[src/rtl/mem_bridge_pkg.sv]
// mem_bridge_pkg: shared definitions for the data-memory bridge.
//   state_t      - bridge FSM encoding (IDLE/REQ/WAIT/DONE)
//   TIMEOUT_FILL - read data returned to the core when a watchdog abort occurs
package mem_bridge_pkg;

  typedef enum logic [1:0] {
    ST_IDLE = 2'd0,
    ST_REQ  = 2'd1,
    ST_WAIT = 2'd2,
    ST_DONE = 2'd3
  } state_t;

  localparam logic [31:0] TIMEOUT_FILL = 32'hDEADBEEF;

endpackage

[src/rtl/mem_bridge_wdt.sv]
// mem_bridge_wdt: watchdog for the bridge (used only with MEM_BRIDGE_TIMEOUT_EN).
// Ports:
//   clk, rst  - clock, asynchronous active-high reset
//   start     - pulse on the cycle the bridge enters REQ (clears the count)
//   active    - high while the bridge is in REQ or WAIT
//   expire    - high in the TIMEOUT-th cycle of REQ/WAIT; bridge aborts
//   err       - sticky timeout flag, cleared only by rst
module mem_bridge_wdt
  import mem_bridge_pkg::*;
#(
  parameter int TIMEOUT = 255
) (
  input  logic clk,
  input  logic rst,
  input  logic start,
  input  logic active,
  output logic expire,
  output logic err
);

  localparam int CW = $clog2(TIMEOUT + 1);

  logic [CW-1:0] cnt;

  // cnt holds the number of REQ/WAIT cycles already completed, so the
  // abort lands exactly in the TIMEOUT-th cycle.
  assign expire = active && (cnt == CW'(TIMEOUT - 1));

  always_ff @(posedge clk or posedge rst) begin
    if (rst) begin
      cnt <= '0;
      err <= 1'b0;
    end else begin
      if (start)
        cnt <= '0;
      else if (active && !expire)
        cnt <= cnt + CW'(1);
      if (expire)
        err <= 1'b1;
    end
  end

endmodule

[src/rtl/mem_bridge.sv]
// mem_bridge: turns the core's single-cycle data access into a registered
// valid/ready request plus read-response handshake, stalling the core until
// the access completes. At most one access is in flight.
// Optional watchdog: define MEM_BRIDGE_TIMEOUT_EN to abort accesses that take
// TIMEOUT cycles in REQ/WAIT (reads return 32'hDEADBEEF, o_err sticks high).
// Ports:
//   clk, rst                 - clock, asynchronous active-high reset
//   i_read_en, i_write_en    - core load/store request (write wins if both)
//   i_addr, i_wdata          - core address / store data
//   o_rdata                  - last captured load data
//   o_exstall                - stall to core (combinational)
//   o_bus_valid/we/addr/wdata, i_bus_ready - request channel
//   i_bus_rvalid, i_bus_rdata               - read response channel
//   o_err                    - sticky timeout flag (0 without the watchdog)
module mem_bridge
  import mem_bridge_pkg::*;
#(
  parameter int AW      = 32,
  parameter int DW      = 32,
  parameter int TIMEOUT = 255
) (
  input  logic          clk,
  input  logic          rst,
  input  logic          i_read_en,
  input  logic          i_write_en,
  input  logic [AW-1:0] i_addr,
  input  logic [DW-1:0] i_wdata,
  output logic [DW-1:0] o_rdata,
  output logic          o_exstall,
  output logic          o_bus_valid,
  input  logic          i_bus_ready,
  output logic          o_bus_we,
  output logic [AW-1:0] o_bus_addr,
  output logic [DW-1:0] o_bus_wdata,
  input  logic          i_bus_rvalid,
  input  logic [DW-1:0] i_bus_rdata,
  output logic          o_err
);

  state_t state;
  logic   core_req;
  logic   expire;

  assign core_req  = i_read_en || i_write_en;
  assign o_exstall = ((state == ST_IDLE) && core_req) || (state == ST_REQ) || (state == ST_WAIT);

`ifdef MEM_BRIDGE_TIMEOUT_EN
  logic wdt_start;
  logic wdt_active;

  assign wdt_start  = (state == ST_IDLE) && core_req;
  assign wdt_active = (state == ST_REQ) || (state == ST_WAIT);

  mem_bridge_wdt #(
    .TIMEOUT(TIMEOUT)
  ) u_wdt (
    .clk   (clk),
    .rst   (rst),
    .start (wdt_start),
    .active(wdt_active),
    .expire(expire),
    .err   (o_err)
  );
`else
  logic unused_cfg;

  assign unused_cfg = ^TIMEOUT;
  assign expire     = 1'b0;
  assign o_err      = 1'b0;
`endif

  always_ff @(posedge clk or posedge rst) begin
    if (rst) begin
      state       <= ST_IDLE;
      o_bus_valid <= 1'b0;
      o_bus_we    <= 1'b0;
      o_bus_addr  <= '0;
      o_bus_wdata <= '0;
      o_rdata     <= '0;
    end else begin
      case (state)
        ST_IDLE: begin
          if (core_req) begin
            o_bus_we    <= i_write_en;
            o_bus_addr  <= i_addr;
            o_bus_wdata <= i_wdata;
            o_bus_valid <= 1'b1;
            state       <= ST_REQ;
          end
        end
        ST_REQ: begin
          // Abort takes precedence so the sticky error always matches a real abort.
          if (expire) begin
            o_bus_valid <= 1'b0;
            if (!o_bus_we)
              o_rdata <= DW'(TIMEOUT_FILL);
            state <= ST_DONE;
          end else if (i_bus_ready) begin
            o_bus_valid <= 1'b0;
            state       <= o_bus_we ? ST_DONE : ST_WAIT;
          end
        end
        ST_WAIT: begin
          if (expire) begin
            o_rdata <= DW'(TIMEOUT_FILL);
            state   <= ST_DONE;
          end else if (i_bus_rvalid) begin
            o_rdata <= i_bus_rdata;
            state   <= ST_DONE;
          end
        end
        // The core's access is still present here; ignoring it avoids a re-issue.
        ST_DONE: state <= ST_IDLE;
        default: state <= ST_IDLE;
      endcase
    end
  end

endmodule

[config.mk]
export PLATFORM = sky130hd
export DESIGN_NAME = mem_bridge
export DESIGN_NICKNAME = d
export VERILOG_FILES = /design/src/rtl/mem_bridge_pkg.sv /design/src/rtl/mem_bridge_wdt.sv /design/src/rtl/mem_bridge.sv
export SDC_FILE = /design/constraint.sdc
export NUM_CORES = 1
export LEC_CHECK = 0
export ABC_CLOCK_PERIOD_IN_PS = 10400
export CAP_MARGIN = 20
export CORE_MARGIN = 2
export CORE_UTILIZATION = 35
export DETAILED_ROUTE_END_ITERATION = 12
export HOLD_SLACK_MARGIN = 0.15
export PLACE_DENSITY = 0.73
export SLEW_MARGIN = 0
export SYNTH_ARGS = -nofsm -noshare
export SYNTH_HDL_FRONTEND = slang
export SYNTH_SLANG_ARGS = --single-unit
export TNS_END_PERCENT = 30
[constraint.sdc]
create_clock -name clk -period 10.4 [get_ports clk]
set_input_delay 2.08 -clock clk [delete_from_list [all_inputs] [get_ports clk]]
set_output_delay 2.08 -clock clk [all_outputs]
set_load 0.05 [all_outputs]
==> impl_metrics.tcl, run 1 <==
set metrics [dict create \
    fin_crit_sh 0.6125 \
    cts-buffers-inserted 9 \
    avgSynthCellArea_um2 16.35 \
    fin_cells 583 \
    wire_per_inst_um 15.60 \
    drive_gt1_frac 0.2641 \
    setup.worst_path.end_class "primary output" \
    ys_warn_count 0 \
    nets 544 \
    drv_slew 0 \
    cts-root-buf "clkbuf_8" \
    diodes 0 \
    clock-sinks 100 \
    synth.net_count 341 \
    multi_input_area_mm2 0.001247 \
    io_buffers 200 \
    grt_pass1_wl_mm 13.97 \
    rsz0062_at_grt "no" \
    postLayoutCoreUtil 0.5725 \
    hp-class "register to register" \
    vias_per_cell 4.561 \
    io_pins 202 \
    ctsHoldBuffers 0 \
    synthCells 235 \
    syn2layout_area_growth_pct 60.79 \
    postCtsSetupBuffers 0 \
    stdcell_area_mm2 0.006178 \
    route.detailed.drc 0 \
    n_fill_cell 906 \
    start_kind "primary input" \
    setup_viol 0 \
    fmax_mhz 157.0 \
    dpl-instance-area_mm2 0.005971 \
    synth_cell_types 18 \
    drtIter0Drc 83 \
    critPathMaxFanout 66 \
    ys_ff_latch 100 \
    clock_skew_ns 0.01403 \
    cts_buffer_depth 2 \
    vias 2659 \
    tns_ns 0 \
    die_h_um 108.8 \
    first_pass_iters 4 \
    grt_usage 0.1531 \
    die_area_mm2 0.01183 \
    grt_overflow 0 \
    crit_required_ns 8.32 \
    finalCriticalPeriod_ns 6.370 \
    register_area_mm2 0.002502 \
    syn_area_mm2 0.003842 \
    status "complete, no violations" \
    tightestPinTransition_ns 0.8368 \
    hpwl_mm 6.790 \
    seq_area_frac_synth 0.6513 \
    path_class "primary input to primary output" \
    insertion_delay_ns 0.36 \
    dp.cells 567 \
    die_w_um 108.8 \
    grt_max_degree 67 \
    coreArea_mm2 0.01079 \
    cts_tree "yes" \
    arrival_ns 4.29 \
    grt_pass1_vias 2877 \
    ctsResizeCount 0 \
    final_common_cell "clkdlybuf4s50_1" \
    grt_antenna_before_repair 0 \
    final_hold_viol_count 0 \
    clkTransAtPathRegs_ns 0.09 \
    h-tree-depth 3 \
    drv_cap 0 \
    fp-row-count 38 \
    routed_wl_mm 9.096 \
    gp_congestion 0.7185 \
    postRouteAntennaNets 0 \
    mostFrequentLayoutCells "clkdlybuf4s50_1 (200), dfrtp_1 (100), mux2_2 (96)" \
    initial_utilization 0.3560 \
    slew_headroom 0.4421 \
]
==> area by class of cell <==
| class | count | area share |
|---|---|---|
| clock buffer | 10 | 0.02228 |
| sequential | 100 | 0.4050 |
| inverter | 5 | 0.003443 |
| multi-input combinational | 119 | 0.2019 |
| tap | 140 | 0.02835 |
| timing repair buffer | 203 | 0.3277 |
| clock inverter | 6 | 0.01134 |
==> critical path, stage by stage <==
cell and delay (ns):
clkdlybuf4s50_1 0.52, o21ai_4 0.18, buf_4 0.64, nand2_1 0.11, clkdlybuf4s50_1 0.74
==> cells by family (layout without fill, tap and decap cells) <==
logic type,Yosys count,in the layout,share of synthesized area
multiplexers,98,98,0.2869
AND/OR/NAND/NOR,11,11,0.01140
AO/OA/AOI/OAI,5,5,0.009442
flip-flops,100,100,0.6513
other,1,1,0.0009759
adder cells (fa/ha/maj),4,4,0.01303
buffers and inverters,16,224,0.02702
==> registers in the layout (all words and copies together), names as in the netlist <==
name         count
o_bus_addr      32
o_bus_wdata     32
state            2
o_bus_valid      1
o_rdata         32
o_bus_we         1
==> worst paths after layout <==
check / from / end / slack, ns / cells past startpoint
worst max-delay path: i_write_en / o_exstall / 4.03 / 5
worst min-delay path: o_bus_wdata[26] / o_bus_wdata[26] / 0.51 / 1
worst max register to register: state[0] / o_rdata[29] / 8.31 / 5
worst min register to register: o_bus_wdata[26] / o_bus_wdata[26] / 0.51 / 1
max in group asynchronous: rst / o_rdata[10] / 7.16 / 3
min in group asynchronous: rst / o_rdata[23] / 2.13 / 2
==> per-layer routing <==
metal / vias to the layer above / GRT usage / wire [µm]
li1: 1218 / - / -
met1: 1304 / 0.1750 / 3425
met2: 117 / 0.2598 / 4631
met3: 20 / 0.05499 / 774
met4: 0 / 0.06410 / 265
met5: - / 0 / 0
==> cell usage after synthesis, drive strengths merged <==
master  count  area (µm²)
o311ai      1       8.760
nor2        2       7.510
mux2i       1       10.01
buf        11       85.07
dfrtp     100        2502
mux2       97        1092
conb        1       3.750
o21ai       2       10.00
a222oi      1       10.01
nand2       8       30.03
a211oi      1       7.510
inv         5       18.77
ha          4       50.05
and3        1       6.260
==> through the flow <==
step	worst slack [ns]	hold WS [ns]
2_1_floorplan	5.446	0.5085
3_3_place_gp	4.026	0.4864
3_5_place_dp	3.988	0.4921
4_1_cts	3.962	0.5146
5_1_grt	3.911	0.5237
6_report	4.030	0.5092
Power of run 1 is left out: the tool's default activity adds up to more than one toggle a clock period on the data nets, which glitch-free logic cannot reach.
==> run 2: changes to the inputs <==
Settings changed: ABC_CLOCK_PERIOD_IN_PS 10400 to 6440.
Clock period 10.4 ns to 6.44 ns, I/O delays scaled along.
==> impl_metrics.tcl, run 2 (synthesis results as in run 1) <==
set metrics [dict create \
    top_regs "o_bus_addr: 32 flops, o_bus_wdata: 32 flops, o_rdata: 32 flops" \
    diodes 0 \
    syn2layout_area_growth_pct 60.89 \
    min_path_cells 1 \
    clock_skew_ns 0.008853 \
    ctsResizeCount 0 \
    fp-row-count 38 \
    drive_gt1_frac 0.2591 \
    cts_buffer_depth 2 \
    postRouteAntennaNets 0 \
    first_pass_iters 4 \
    cts-root-buf "clkbuf_8" \
    h-tree-depth 3 \
    final_common_cell "clkdlybuf4s50_1" \
    n_fill_cell 928 \
    stdcell_area_mm2 0.006182 \
    mostFrequentLayoutCells "clkdlybuf4s50_1 (200), dfrtp_1 (100), mux2_2 (96)" \
    vias 2667 \
    r2r_start "state[0]" \
    hpwl_mm 6.747 \
    die_w_um 108.8 \
    hold_end "o_rdata[20]" \
    crit_required_ns 5.15 \
    clock-sinks 100 \
    dpl-instance-area_mm2 0.005971 \
    final_hold_viol_count 0 \
    finalCriticalPeriod_ns 4.125 \
    grt_pass1_vias 2777 \
    io_buffers 200 \
    cts-buffers-inserted 9 \
    routed_wl_mm 9.189 \
    initial_utilization 0.3560 \
    setup.worst_path.end_class "primary output" \
    fmax_mhz 242.4 \
    tns_ns 0 \
    register_area_mm2 0.002502 \
    grt_max_degree 66 \
    drv_cap 0 \
    path_class "primary input to primary output" \
    die_h_um 108.8 \
    die_area_mm2 0.01183 \
    clkTransAtPathRegs_ns 0.08 \
    arrival_ns 2.84 \
    critPathMaxFanout 5 \
    whs_ns 0.5070 \
    slew_headroom 0.4426 \
    rr_worst_depth 5 \
    grt_overflow 0 \
    route.detailed.drc 0 \
    setup_viol 0 \
    grt_pass1_wl_mm 13.72 \
    r2r-end "o_rdata[31]" \
    postLayoutCoreUtil 0.5728 \
    grt_usage 0.1520 \
    tightestPinTransition_ns 0.8361 \
    fin_crit_sh 0.6405 \
    cts_tree "yes" \
    coreArea_mm2 0.01079 \
    wire_per_inst_um 15.84 \
    ctsHoldBuffers 0 \
    rrSetupSlack_ns 4.34 \
    hold_start "o_rdata[20]" \
    drv_slew 0 \
    gp_congestion 0.7222 \
    io_pins 202 \
    start_kind "primary input" \
    insertion_delay_ns 0.35 \
    multi_input_area_mm2 0.001247 \
    status "complete, no violations" \
    grt_antenna_before_repair 0 \
    postCtsSetupBuffers 0 \
    rsz0062_at_grt "no" \
    hp-class "register to register" \
    drtIter0Drc 39 \
    nets 544 \
    vias_per_cell 4.598 \
]
[run 2: per-stage QoR]
stage,setup slack [ns],instances
6_report,2.315,580
5_1_grt,2.266,580
4_1_cts,2.327,580
3_5_place_dp,2.329,567
3_3_place_gp,2.355,567
2_1_floorplan,2.533,235
[run 2: area by class of cell]
type                    instances  area share
clock inverters                 2    0.009715
inverters                       5    0.003441
flip-flops and latches        100      0.4048
repair buffers                203      0.3275
well taps                     140     0.02833
clock buffers                  11     0.02449
multi-input cells             119      0.2018
[run 2: how the worst max path moves through the flow]
stage	from	endpoint
3_3_place_gp	i_write_en	o_exstall
5_1_grt	i_write_en	o_exstall
6_report	i_write_en	o_exstall
3_5_place_dp	i_write_en	o_exstall
2_1_floorplan	rst	o_bus_addr[0]
4_1_cts	i_write_en	o_exstall
[run 2: worst max-delay path, stage by stage]
cell             delay [ns]
clkdlybuf4s50_1        0.58
o21ai_4                0.09
nand2_1                0.06
clkdlybuf4s50_1        0.82
[run 2: per-layer routing]
| layer | wire [µm] | GRT usage | vias to the layer above |
|---|---|---|---|
| met1 | 3494 | 0.1696 | 1320 |
| li1 | - | - | 1217 |
| met4 | 225 | 0.07967 | 0 |
| met2 | 4622 | 0.2545 | 112 |
| met3 | 846 | 0.05499 | 18 |
| met5 | 0 | 0 | - |
Power of run 2 is left out for the same reason.
==> RTL edit 1: new RTL, settings of run 2 <==
Set the parameter `AW` to 16 (it was 32).
--- a/src/rtl/mem_bridge.sv
+++ b/src/rtl/mem_bridge.sv
@@ -15,7 +15,7 @@
 module mem_bridge
   import mem_bridge_pkg::*;
 #(
-  parameter int AW      = 32,
+  parameter int AW      = 16,
   parameter int DW      = 32,
   parameter int TIMEOUT = 255
 ) (
Interface: changed (resized i_addr and o_bus_addr); port bits go from 202 to 170. No check against the original RTL was run, so the function may have changed too.
==> RTL edit 1 against run 2 <==
- area after synthesis shrank 16%
- worst setup slack gained 0.023 ns
- sequential share of layout area decreased by 0.40 points
- first-iteration DRC count decreased by 5.1%
- die area down 15%
- final area fell by 15%
- critical path depth unchanged
- sequential cell count is 16 lower
- wire length decreased by 21%
- highest routed layer unchanged
Power is left out: the tool's default activity adds up to more than one toggle a clock period on the data nets, which glitch-free logic cannot reach.
==> RTL edit 1: results (changes against run 2) <==
- Compound-cell area share of the yosys netlist: 0.0112 (+0.00177)
- Number of I/O port buffers: 168 (-16%)
- Met3 WL: 631 µm (-25%)
- Adder-Cell Fraction of Synth Area: 0.0155 (+0.00244)
- Gp weighted congestion: 0.731 (+1.2%)
- Status: complete, no violations
- Worst-Skew Late Latency: 0.33 ns (-0.02 ns)
- Overall routed net length: 7280 µm (-21%)
- Critical path arrival: 2.81 ns (-0.03 ns)
- Pin count of the biggest net entering global routing: 85 (+29%)
- Share of cells above drive strength 1: 0.261 (+0.00144)
- Post-Route M1 WL: 2910 µm (-17%)
- Layout Nets: 465 (-15%)
- First-pass GRT wire length: 11500 µm (-16%)
- Largest regs: o_bus_wdata (32), o_rdata (32), o_bus_addr (16)
- GRT Total Usage: 0.145 (-0.00683)
- Vias: 2282 (-14%)
- Post-synthesis mux area share: 0.285 (-0.00199)
- Iteration-0 DRC Markers: 37 (-5.1%)
- Clock Skew: 0.00855 ns (-0.000308 ns)
- Fillers: 772 (-17%)
- Sequential share of the synthesized area: 0.649 (-0.00185)
- Top cells by count, synth: 84 x dfrtp_1, 80 x mux2_2, 8 x nand2_1, 6 x buf_4, 5 x inv_1
- Met2 wire len: 3630 µm (-21%)
- Top layer in use: met4
- Vias in the first global route: 2395 (-14%)
- Worst hold start: o_bus_addr[11]
- Synthesized Nets: 291 (-15%)
- DP Wirelength: 5310 µm (-21%)
- Netlist cell types: 17 (-1)
- Area contributors post-synth: dfrtp_1 65%, mux2_2 28%, ha_1 1.5%
- Max-slew headroom: 0.582 (+0.139)
==> RTL edit 1: cell count changes after synthesis, sizes merged <==
cell,before,now
mux2,97,81
dfrtp,100,84
buf,11,9
==> RTL edit 1: worst paths after layout <==
path / to / cells past startpoint / slack (ns)
max in group asynchronous: state[1] / 4 / 4.45
worst min-delay path: o_bus_addr[11] / 1 / 0.51
worst max-delay path: o_exstall / 4 / 2.34
worst min register to register: o_bus_addr[11] / 1 / 0.51
min in group asynchronous: o_rdata[13] / 3 / 1.39
worst max register to register: o_bus_wdata[9] / 5 / 4.53
==> RTL edit 1: routing by layer <==
layer,track usage,up-vias
met5,0,-
met4,0.0506,0
met3,0.0529,10
met2,0.237,103
met1,0.178,1125
li1,-,1044
==> RTL edit 1: worst max-delay path: stages <==
cell             delay, ns
clkdlybuf4s50_1       0.58
o21ai_4               0.09
nand2_1               0.06
clkdlybuf4s50_1       0.80
==> RTL edit 1: area by class of cell <==
class	count	area, µm²	area share
timing repair buffer	172	1730	0.330
tap	111	139	0.0265
clock inverter	4	50.0	0.00954
multi-input combinational	103	1070	0.203
inverter	5	20.0	0.00382
clock buffer	12	135	0.0258
sequential	84	2100	0.401
==> RTL edit 1: metrics by stage <==
| step | hold WS (ns) | worst slack, ns | cells | area, µm² | utilization |
|---|---|---|---|---|---|
| final | 0.506 | 2.34 | 491 | 5250 | 0.576 |
| after global routing | 0.521 | 2.30 | 491 | 5250 | 0.576 |
| after CTS | 0.511 | 2.34 | 490 | 5220 | 0.573 |
| after detailed placement | 0.492 | 2.35 | 474 | 5030 | 0.552 |
| after global placement | 0.485 | 2.36 | 474 | 5030 | 0.552 |
| after floorplan | 0.508 | 2.99 | 201 | 3240 | - |
==> RTL edit 2: new RTL, settings of run 2 <==
Without the edit above. The 4 states of `state_t` get a one-hot encoding in 4 bits.
--- a/src/rtl/mem_bridge_pkg.sv
+++ b/src/rtl/mem_bridge_pkg.sv
@@ -3,11 +3,11 @@
 //   TIMEOUT_FILL - read data returned to the core when a watchdog abort occurs
 package mem_bridge_pkg;
 
-  typedef enum logic [1:0] {
-    ST_IDLE = 2'd0,
-    ST_REQ  = 2'd1,
-    ST_WAIT = 2'd2,
-    ST_DONE = 2'd3
+  typedef enum logic [3:0] {
+    ST_IDLE = 4'b0001,
+    ST_REQ  = 4'b0010,
+    ST_WAIT = 4'b0100,
+    ST_DONE = 4'b1000
   } state_t;
 
   localparam logic [31:0] TIMEOUT_FILL = 32'hDEADBEEF;
Check against the original RTL: same outputs for any inputs over 10 cycles, from zero or initial values and one cycle with rst high; not proved beyond that.
==> RTL edit 2 against run 2 <==
- clock skew down 0.0040 ns
- wire length up 3.9%
- final area up 4.3%
- sequential cell count up 2
- global-route usage up 0.072 points
- worst setup slack worse by 0.079 ns
- area after synthesis up 6.0%
- non-clock buffer count down 1
==> RTL edit 2: results (changes against run 2) <==
- Post-CTS sizing: 0 (unchanged)
- Synthesized Nets: 336 (-1.5%)
- Pin count of the biggest net entering global routing: 67 (+1.5%)
- H-tree levels: 3 (unchanged)
- Netlist cell types: 27 (+9)
- Pleak: roughly 2.8 nW
- Status: complete, no violations
- Setup Fix Bufs, Post-CTS: 0 (unchanged)
- Sequential share of the synthesized area: 0.627 (-0.0240)
- YS warnings: 0 (unchanged)
- Share of cells above drive strength 1: 0.248 (-0.0114)
- Clock Skew: 0.00487 ns (-0.00398 ns)
- Worst-Skew Late Latency: 0.33 ns (-0.02 ns)
- Average routed wire per standard cell: 16.4 µm (+3.3%)
- Peak VDD IR: about 450 µV
- Overall routed net length: 9540 µm (+3.9%)
- First-pass DRT Iterations: 4 (unchanged)
- Worst slew pin tran: 1.08 ns (+0.245 ns)
- DP Wirelength: 6870 µm (+1.8%)
- Placed cell count: 567 (unchanged)
- Area contributors post-synth: dfrtp_1 62%, mux2_2 15%, mux2_4 11%
- Gp weighted congestion: 0.701 (-2.9%)
- Critical path arrival: 2.92 ns (+0.08 ns)
- First-pass GRT wire length: 15300 µm (+11%)
- Clock Tree Buf Depth: 2 (unchanged)
- CTS clk-pin slew, worst paths: 0.07 ns
- Number of I/O port buffers: 200 (unchanged)
- Layout Nets: 537 (-1.3%)
- Ys flop type: dfrtp_1
- Top cells by count, synth: 101 x dfrtp_1, 56 x mux2_2, 30 x mux2_4, 10 x mux2_1, 6 x buf_4
- Largest regs: o_bus_addr (32), o_bus_wdata (32), o_rdata (32)
- Cts bufs inserted: 9 (unchanged)
- Switch share: 0.438
- Via density: 4.66 (+1.3%)
- Clk root buf: clkbuf_16
- Pre-CTS WS: 2.23 ns (-0.0962 ns)
- Vias in the first global route: 2980 (+7.3%)
- Gate count of the mapped netlist: 234 (-0.43%)
- Fillers: 973 (+4.8%)
- Max FO, Critical Path: 3 (-2)
- Initial antenna violation count: 0 (unchanged)
- Ys async rst share: 1.00 (unchanged)
- GRT Total Usage: 0.153 (+0.000721)
- HP Class: flop to flop
- N_diodes: 0 (unchanged)
- Iteration-0 DRC Markers: 92 (+140%)
[RTL edit 2: cell count changes after synthesis, sizes merged, moves of 2 or more]
cell,before,now
inv,5,2
nor3,0,2
nor3b,0,2
a21oi,0,2
ha,4,0
nand2,8,4
[RTL edit 2: cells by family (layout without fill, tap and decap cells)]
logic type	after synthesis	after routing	share of synthesized area
muxes	96	96	0.293
buffers and inverters	14	220	0.0390
and+or+nand+nor	12	12	0.0218
other	1	1	0.000921
DFF	102	102	0.627
xor gates and xnor gates	1	1	0.00215
AOI/OAI and AO/OA	8	8	0.0157
[RTL edit 2: path summary, 6_finish.rpt]
check | from | end | slack, ns | cells after the start
worst max-delay path | i_write_en | o_exstall | 2.24 | 4
max in group asynchronous | rst | o_bus_addr[20] | 3.90 | 3
worst min register to register | o_bus_wdata[26] | o_bus_wdata[26] | 0.49 | 1
worst min-delay path | o_bus_wdata[26] | o_bus_wdata[26] | 0.49 | 1
worst max register to register | state[1] | o_bus_wdata[14] | 4.09 | 3
min in group asynchronous | rst | o_bus_wdata[0] | 1.38 | 2
[RTL edit 2: cell type report]
| cell class | count | area, µm² | area share |
|---|---|---|---|
| Tap cell | 143 | 179 | 0.0278 |
| Inverter | 2 | 10.0 | 0.00155 |
| Clock inverter | 7 | 96.3 | 0.0149 |
| Multi-Input combinational cell | 118 | 1370 | 0.212 |
| Timing Repair Buffer | 202 | 2020 | 0.313 |
| Sequential cell | 102 | 2550 | 0.396 |
| Clock buffer | 9 | 225 | 0.0349 |
[RTL edit 2: per-stage QoR]
step	cell area [µm²]	utilization	hold slack [ns]
after floorplan	4070	-	0.518
after global placement	6120	0.539	0.468
after detailed placement	6120	0.539	0.474
after CTS	6450	0.567	0.490
after global routing	6450	0.567	0.501
final	6450	0.567	0.486
[RTL edit 2: power groups by stage]
stage	clock network [mW]	registers [mW]	logic, mW
2_1_floorplan	0	1.91	0.612
3_5_place_dp	0	1.06	2.08
3_3_place_gp	0	1.05	2.06
6_report	0.577	1.05	2.07
5_1_grt	0.620	1.09	2.14
4_1_cts	0.598	1.06	2.08
[RTL edit 2: layer usage]
metal | share of wire | global-route usage | routed length (µm)
met1 | 0.41 | 0.181 | 3880
met2 | 0.51 | 0.261 | 4840
met3 | 0.069 | 0.0430 | 654
met4 | 0.018 | 0.0634 | 169
met5 | 0 | 0 | 0
[RTL edit 2: worst max-delay path: stages]
cell and delay [ns]:
clkdlybuf4s50_1 0.52, o21ai_0 0.17, nand2_1 0.11, clkdlybuf4s50_1 0.82
